## src/rtl/wb_queue.sv

```systemverilog
// wb_queue: register-file write-back queue with store-to-read forwarding.
//   Two write-back sources (ALU and memory/load) push {addr, val} pairs into a
//   circular FIFO. One entry is popped per cycle into a registered write port.
//   Reads can snoop every pending write, including the one in the output
//   register, and get the youngest value for their address.
// Ports:
//   Clk, Rst                : clock, asynchronous active-high reset
//   AEn, AAddr, AVal        : ALU write-back request
//   MEn, MAddr, MVal        : load write-back request
//   Stall                   : fewer than two free entries; sources must hold
//   WEn, WAddr, WVal        : registered register-file write port
//   RAddr1/2                : read addresses to look up
//   FwdHit1/2, FwdVal1/2    : forwarding result per read port
//   Count                   : occupied queue entries
module wb_queue #(
  parameter int DEPTH = 4
) (
  input  logic                       Clk,
  input  logic                       Rst,
  input  logic                       AEn,
  input  logic [4:0]                 AAddr,
  input  logic [31:0]                AVal,
  input  logic                       MEn,
  input  logic [4:0]                 MAddr,
  input  logic [31:0]                MVal,
  output logic                       Stall,
  output logic                       WEn,
  output logic [4:0]                 WAddr,
  output logic [31:0]                WVal,
  input  logic [4:0]                 RAddr1,
  input  logic [4:0]                 RAddr2,
  output logic                       FwdHit1,
  output logic                       FwdHit2,
  output logic [31:0]                FwdVal1,
  output logic [31:0]                FwdVal2,
  output logic [$clog2(DEPTH):0]     Count
);

  localparam int PW = $clog2(DEPTH);
  localparam int CW = PW + 1;

  logic [4:0]    addr_q [DEPTH];
  logic [31:0]   val_q  [DEPTH];
  logic [PW-1:0] head_q, tail_q;
  logic [CW-1:0] count_q;

  logic          a_ok, m_ok, pop;
  logic [PW-1:0] m_slot;

  // Stall only depends on occupancy, so both sources can be accepted whenever
  // it is low without looking at this cycle's pop.
  assign Stall = (count_q > CW'(DEPTH - 2));
  assign Count = count_q;

  assign a_ok   = AEn && !Stall && (AAddr != 5'd0);
  assign m_ok   = MEn && !Stall && (MAddr != 5'd0);
  assign pop    = (count_q != '0);
  // The load entry lands behind the ALU entry when both are accepted.
  assign m_slot = tail_q + PW'(a_ok);

  always_ff @(posedge Clk) begin
    if (a_ok) begin
      addr_q[tail_q] <= AAddr;
      val_q[tail_q]  <= AVal;
    end
    if (m_ok) begin
      addr_q[m_slot] <= MAddr;
      val_q[m_slot]  <= MVal;
    end
  end

  always_ff @(posedge Clk or posedge Rst) begin
    if (Rst) begin
      head_q  <= '0;
      tail_q  <= '0;
      count_q <= '0;
      WEn     <= 1'b0;
      WAddr   <= 5'd0;
      WVal    <= 32'd0;
    end else begin
      tail_q  <= tail_q + PW'(a_ok) + PW'(m_ok);
      head_q  <= head_q + PW'(pop);
      count_q <= count_q + CW'(a_ok) + CW'(m_ok) - CW'(pop);
      WEn     <= pop;
      if (pop) begin
        WAddr <= addr_q[head_q];
        WVal  <= val_q[head_q];
      end
    end
  end

  // Scan oldest to youngest so the last match wins: output register first,
  // then queue entries from head towards tail-1.
  always_comb begin
    logic [PW-1:0] idx;
    FwdHit1 = 1'b0;
    FwdHit2 = 1'b0;
    FwdVal1 = 32'd0;
    FwdVal2 = 32'd0;
    idx     = '0;
    if (WEn && RAddr1 != 5'd0 && WAddr == RAddr1) begin
      FwdHit1 = 1'b1;
      FwdVal1 = WVal;
    end
    if (WEn && RAddr2 != 5'd0 && WAddr == RAddr2) begin
      FwdHit2 = 1'b1;
      FwdVal2 = WVal;
    end
    for (int i = 0; i < DEPTH; i++) begin
      idx = head_q + PW'(i);
      if (CW'(i) < count_q) begin
        if (RAddr1 != 5'd0 && addr_q[idx] == RAddr1) begin
          FwdHit1 = 1'b1;
          FwdVal1 = val_q[idx];
        end
        if (RAddr2 != 5'd0 && addr_q[idx] == RAddr2) begin
          FwdHit2 = 1'b1;
          FwdVal2 = val_q[idx];
        end
      end
    end
  end

endmodule

```

## config.mk

```make
export PLATFORM = sky130hd
export DESIGN_NAME = wb_queue
export DESIGN_NICKNAME = d
export VERILOG_FILES = /design/src/rtl/wb_queue.sv
export SDC_FILE = /design/constraint.sdc
export NUM_CORES = 1
export LEC_CHECK = 0
export BUFFER_PORTS_ARGS = -buffer_cell sky130_fd_sc_hd__buf_2
export CORE_MARGIN = 2
export CORE_UTILIZATION = 55
export CTS_BUF_LIST = sky130_fd_sc_hd__clkbuf_16
export CTS_CLUSTER_SIZE = 24
export DETAILED_ROUTE_END_ITERATION = 7
export PLACE_DENSITY = 0.76
export SLEW_MARGIN = 20
export SYNTH_ARGS = -nofsm -noshare
export SYNTH_HDL_FRONTEND = slang
export SYNTH_SLANG_ARGS = --single-unit
export TNS_END_PERCENT = 5
```

## constraint.sdc

```tcl
create_clock -name Clk -period 12.55 [get_ports Clk]
set_clock_uncertainty 0.1 [all_clocks]
set_input_delay 0.6275 -clock Clk [delete_from_list [all_inputs] [get_ports Clk]]
set_output_delay 0.6275 -clock Clk [all_outputs]
set_load 0.03 [all_outputs]
```

==> results of run 1 <==
power breakdown:
| group | switching, W | internal, W |
|---|---|---|
| logic | 0.00189 | 0.000985 |
| clock network | 0.000263 | 0.000257 |
| registers | 0.000256 | 0.000948 |
cell families (layout without fill, tap and decap cells):
group,count (synthesis),after routing,synth area share
flops,193,193,0.3670
buf+inv,173,280,0.05045
compound gates,471,471,0.2309
fa+ha+maj,8,8,0.007584
mux,320,320,0.2421
xor+xnor,50,50,0.02885
simple gates,232,232,0.07304
flip-flops by register name, indices dropped and copies added (netlist names):
name    cells
Count       3
WAddr       5
WEn         1
WVal       32
addr_q     20
head_q      2
tail_q      2
val_q     128
metrics by stage:
| stage | hold WS (ns) | cell area [um^2] | power [W] | setup WS [ns] |
|---|---|---|---|---|
| after detailed placement | 0.4557 | 16250 | 0.004025 | 7.335 |
| final | 0.2770 | 16780 | 0.004604 | 6.720 |
| after global routing | 0.3357 | 16780 | 0.004830 | 6.522 |
| after floorplan | 0.4371 | 15180 | 0.003238 | 7.792 |
| after CTS | 0.2928 | 16780 | 0.004541 | 6.852 |
| after global placement | 0.4419 | 16250 | 0.003954 | 7.445 |
final timing paths:
| kind | end | slack (ns) | start |
|---|---|---|---|
| min reg2reg | WVal[31]$_DFFE_PP0N_ | 0.47 | WVal[31]$_DFFE_PP0N_ |
| min | WVal[25]$_DFFE_PP0N_ | 0.28 | Rst |
| max in group asynchronous | head_q[0]$_DFF_PP0_ | 11.49 | Rst |
| max reg2reg | val_q[0][2]$_DFFE_PP_ | 8.44 | Count[2]$_DFF_PP0_ |
| min in group Clk | val_q[0][6]$_DFFE_PP_ | 0.42 | MVal[6] |
| max | FwdVal2[10] | 6.72 | head_q[0]$_DFF_PP0_ |
cell usage after synthesis (3+ instances only):
cell      count
clkbuf_1     89
inv_1        22
a21o_1        4
a41oi_1      59
nor2_1       99
buf_1        10
o221ai_1      6
a211oi_1    124
nor2b_1      34
mux2_2      221
nor3_1        5
dfrtp_1      45
xor2_1       32
buf_2        41
nand4b_1      4
ha_1          6
buf_4         7
buf_6         3
a221oi_2     10
nand4_1       4
xnor2_1      18
mux2i_1      84
a221oi_1     50
a21oi_2       3
and3_1        7
or2_2         4
edfxtp_1    148
nor4_1        3
nand2_1      47
o21ai_0      33
nand3_1      10
a21oi_1      99
o31ai_1      55
or3_1         3
mux4_2       13
o31ai_2      10
per-layer routing:
layer | wire length (um) | up-vias | part of all wire | track usage
met5 | 0 | - | 0 | 0
met4 | 1694 | 0 | 0.035 | 0.1245
met3 | 5094 | 150 | 0.10 | 0.06070
met2 | 22460 | 919 | 0.46 | 0.5364
met1 | 19480 | 6585 | 0.40 | 0.4369
li1 | - | 5910 | - | -
area by class of cell:
| class | instances | area share |
|---|---|---|
| repair buffers | 226 | 0.07203 |
| well taps | 341 | 0.02542 |
| multi-input cells | 1081 | 0.5334 |
| clock inverters | 15 | 0.006338 |
| clock buffers | 17 | 0.02535 |
| flip-flops and latches | 193 | 0.3324 |
| inverters | 22 | 0.005070 |
critical path, delay by kind of cell (launching register included):
family                 cells  cell delay (ns)
AO/OA/AOI/OAI              3             1.56
buffers and inverters      3             1.16
flip-flops                 1             1.10
multiplexers               1             0.26
AND/OR/NAND/NOR            1             0.55
==> results.py, run 1 <==
metrics = {
    "final_layout": {
        "nNetsFinal": 1637,
        "n_fill_cell": 2157,
        "fin_util": 0.6209,
        "num_antenna_cells": 0,
        "layout_common_cells": "mux2_2 (221), buf_2 (195), edfxtp_1 (148)",
        "mostFrequentLayoutCell": "mux2_2",
        "multi_input_area_um2": 8951,
        "syn_to_final_growth_pct": 10.57,
        "drive_gt1_frac": 0.3468,
        "seq_area_um2": 5578,
        "fin_cells": 1895,
    },
    "global_routing": {
        "grt_pass1_vias": 13018,
        "grt_max_degree": 89,
        "grt_pass1_wl_mm": 73.15,
        "grtUsageTotal": 0.3290,
        "grt_overflow": 0,
        "antenna_found_initial": 0,
    },
    "place": {
        "portBuffers": 195,
        "dpl.cell_count": 1863,
        "place_congestion": 0.9080,
        "dp_hpwl_mm": 30.81,
    },
    "cts": {
        "cts_tree": "yes",
        "htreeDepth": 4,
        "cts_sinks": 193,
        "cts_buffers": 17,
        "cts_resized": 0,
        "worstSkewPairLatency_ns": 0.43,
        "root_buffer": "clkbuf_16",
        "path_clk_slew_ns": 0.08,
        "cts_setup_buffers": 0,
        "cts_hold_buffers": 0,
        "cts_buffer_depth": 2,
    },
    "yosys": {
        "yosysWarnings": 0,
        "synthCells": 1447,
        "ys_seq_area_frac": 0.3670,
        "synth-seq-cells": 193,
        "post-synth-top-area-cell": "edfxtp_1",
        "synth.distinct_cells": 63,
        "synth.area.top_cells": "edfxtp_1 (29%), mux2_2 (16%), dfrtp_1 (7.4%)",
        "synth_top_cell_area_share": 0.2928,
        "synth_edf_count": 148,
        "synthesis.area_um2": 15180,
        "syn_nets": 1543,
        "async_flop_share": 0.2332,
        "avgSynthCellArea_um2": 10.49,
        "synthFlopType": "edfxtp_1",
    },
    "floorplanning": {
        "initial_core_util": 0.5616,
        "die-area_um2": 28940,
        "boundaryPins": 196,
        "core.rowCount": 60,
        "core_area_um2": 27030,
        "die_h_um": 170.1,
        "die_x_um": 170.1,
    },
    "sta": {
        "period_needed_ns": 5.830,
        "fmax_mhz": 171.5,
        "slew_viol_final": 0,
        "rsz0062_at_grt": "no",
        "post-route-period-util": 0.4646,
        "worst_pin_slew_ns": 1.215,
        "finalSetupViolations": 0,
        "hold_viol": 0,
        "slew_headroom": 0.1884,
        "tns_ns": 0,
    },
    "route": {
        "avgRoutedWirePerCell_um": 25.71,
        "drt_wl_total_mm": 48.73,
        "drcViolationCount": 0,
        "drtAntennaViolNets": 0,
        "first_pass_iters": 6,
        "viasPerCell": 7.158,
        "dr_total_vias": 13564,
        "drt_first_iter_violations": 1614,
    },
    "critical_path": {
        "cp.arrival_ns": 5.10,
        "cp_slowest_cell": "dfrtp_4",
        "path_cells": "inv_4 > mux2i_1 > or4b_1 > a211oi_4 > buf_4 > a21bo_2 > o221ai_1 > buf_2",
        "crit_path_end_kind": "primary output",
        "critPathKind": "reg -> out",
        "worstRegToRegCells": 10,
        "cp.required_ns": 11.82,
        "slowest_delay_ns": 1.10,
        "crit_fanout": 88,
        "start_kind": "register",
    },
    "run_status": {
        "status": "finished clean",
    },
    "power": {
        "leakage_nw": 6.049,
        "ir_drop_v": 0.0001491,
        "powerDensity_nw_per_um2": 274.4,
    },
    "hold_path": {
        "hp-class": "in -> async",
    },
    "job": {
        "maxCapViolCount": 0,
    },
}
Power figures use the tool's default switching activity.
==> run 2, diff against run 1 <==
- CORE_UTILIZATION: 55 -> 54
- PLACE_DENSITY: 0.76 -> 0.78
- clock period: 12.55 -> 4.7 ns (I/O delays scaled with it)
==> run 2 against run 1 <==
  * Register-to-register slack worse by 7.4 ns
  * Sequential share of layout area down 0.78 points
  * Global-route usage up 1.9 points
  * Highest routed layer is now met5
==> results.py, run 2 (same netlist as run 1, synthesis figures left out) <==
metrics = {
    "critical_path": {
        "crit_start": "head_q[0]$_DFF_PP0_",
        "crit_path_end_kind": "primary output",
        "timing.rr.end": "val_q[2][2]$_DFFE_PP_",
        "start_kind": "register",
        "cp.required_ns": 4.37,
        "cp.arrival_ns": 4.16,
        "worstRegToRegCells": 8,
        "critPathKind": "reg -> out",
        "crit_fanout": 26,
        "crit_end": "FwdVal1[30]",
        "r2r-start": "Count[2]$_DFF_PP0_",
        "worst-r2r-setup-slack_ns": 1.03,
    },
    "floorplanning": {
        "core.rowCount": 61,
        "initial_core_util": 0.5478,
        "boundaryPins": 196,
        "die-area_um2": 29460,
        "die_h_um": 171.6,
        "core_area_um2": 27710,
        "die_x_um": 171.6,
    },
    "route": {
        "drtAntennaViolNets": 0,
        "drcViolationCount": 0,
        "viasPerCell": 7.121,
        "drt_first_iter_violations": 1764,
        "first_pass_iters": 7,
        "avgRoutedWirePerCell_um": 26.38,
        "dr_total_vias": 13951,
        "drt_wl_total_mm": 51.68,
    },
    "final_layout": {
        "syn_to_final_growth_pct": 13.23,
        "final_cell_area_um2": 17190,
        "drive_gt1_frac": 0.3566,
        "mostFrequentLayoutCell": "mux2_2",
        "top_register": "val_q",
        "multi_input_area_um2": 8952,
        "seq_area_um2": 5578,
        "n_fill_cell": 2268,
        "nNetsFinal": 1660,
        "largest_register_ffs": 128,
        "reg_top3": "val_q x128, WVal x32, addr_q x20",
        "fin_util": 0.6203,
        "layout_common_cells": "mux2_2 (221), buf_2 (195), edfxtp_1 (148)",
    },
    "place": {
        "place_congestion": 0.9117,
        "portBuffers": 195,
        "dpl_cell_area_um2": 16510,
        "dp_hpwl_mm": 33.50,
    },
    "job": {
        "maxCapViolCount": 0,
    },
    "cts": {
        "root_buffer": "clkbuf_16",
        "worstSkewPairLatency_ns": 0.45,
        "path_clk_slew_ns": 0.08,
        "cts_tree": "yes",
        "htreeDepth": 4,
        "cts_buffers": 17,
        "cts_sinks": 193,
        "cts_buffer_depth": 2,
    },
    "global_routing": {
        "grtUsageTotal": 0.3476,
        "antenna_found_initial": 8,
        "grt_overflow": 0,
        "grt_pass1_vias": 13635,
        "grt_pass1_wl_mm": 77.52,
        "grt_max_degree": 168,
    },
    "power": {
        "ir_drop_v": 0.0003998,
        "leakage_nw": 6.216,
        "powerDensity_nw_per_um2": 736.7,
        "total_power_w": 0.01266,
    },
    "sta": {
        "finalSetupViolations": 0,
        "slew_viol_final": 0,
        "tns_ns": 0,
        "fmax_mhz": 222.4,
        "worst_pin_slew_ns": 1.066,
        "period_needed_ns": 4.496,
        "rsz0062_at_grt": "no",
        "post-route-period-util": 0.9566,
        "hold-worst-slack_ns": 0.02784,
        "slew_headroom": 0.2895,
        "hold_viol": 0,
    },
    "hold_path": {
        "hp-class": "in -> reg",
    },
    "run_status": {
        "status": "finished clean",
    },
}
-- run 2: layout make-up --
cell class / count / area share
inverter: 22 / 0.004951
timing repair buffer: 249 / 0.08824
sequential: 193 / 0.3246
multi-input combinational: 1081 / 0.5209
clock inverter: 14 / 0.008300
clock buffer: 17 / 0.02475
antenna: 5 / 0.0007281
tap: 378 / 0.02752
-- run 2: worst min-delay path by stage --
stage,to,cells past startpoint,slack (ns),start
floorplan,val_q[0][10]$_DFFE_PP_,1,0.35,AVal[10]
global placement,WVal[25]$_DFFE_PP0N_,2,0.16,Rst
detailed placement,WVal[29]$_DFFE_PP0N_,2,0.16,Rst
CTS,val_q[0][26]$_DFFE_PP_,2,0.01,AVal[26]
global route,val_q[1][3]$_DFFE_PP_,2,0.03,MVal[3]
finish,val_q[1][14]$_DFFE_PP_,2,0.03,MVal[14]
-- run 2: stage by stage --
stage / worst slack (ns) / std cells
global placement: 0.5897 / 1918
global route: 0.09355 / 1957
CTS: 0.07799 / 1951
detailed placement: 0.5815 / 1919
floorplan: 0.5659 / 1447
finish: 0.2041 / 1959
-- run 2: critical path, cell delays in order (launching register included) --
cell and delay [ns]:
dfrtp_4 0.70, mux4_1 0.68, or3_1 0.33, a211oi_1 0.52, and2_1 0.25, buf_4 0.31
a211oi_1 0.18, o31ai_1 0.44, buf_2 0.28
-- run 2: power by group --
group	leakage [nW]	internal (W)	switching, W
clock network	0.268	0.000779	0.000684
logic	4.08	0.00280	0.00530
registers	1.86	0.00253	0.000565
-- run 2: repair_timing --
item	in CTS	in global routing
resized for setup	0	0
endpoints found under the setup margin	0	3
buffers inserted	0	1
hold buffers	1	0
hold endpoints to repair	15	0
-- run 2: per-layer routing --
metal | GRT usage | part of all wire
met1 | 0.4332 | 0.38
met4 | 0.1662 | 0.041
met5 | 0 | 0.00093
met3 | 0.1029 | 0.12
met2 | 0.5532 | 0.46
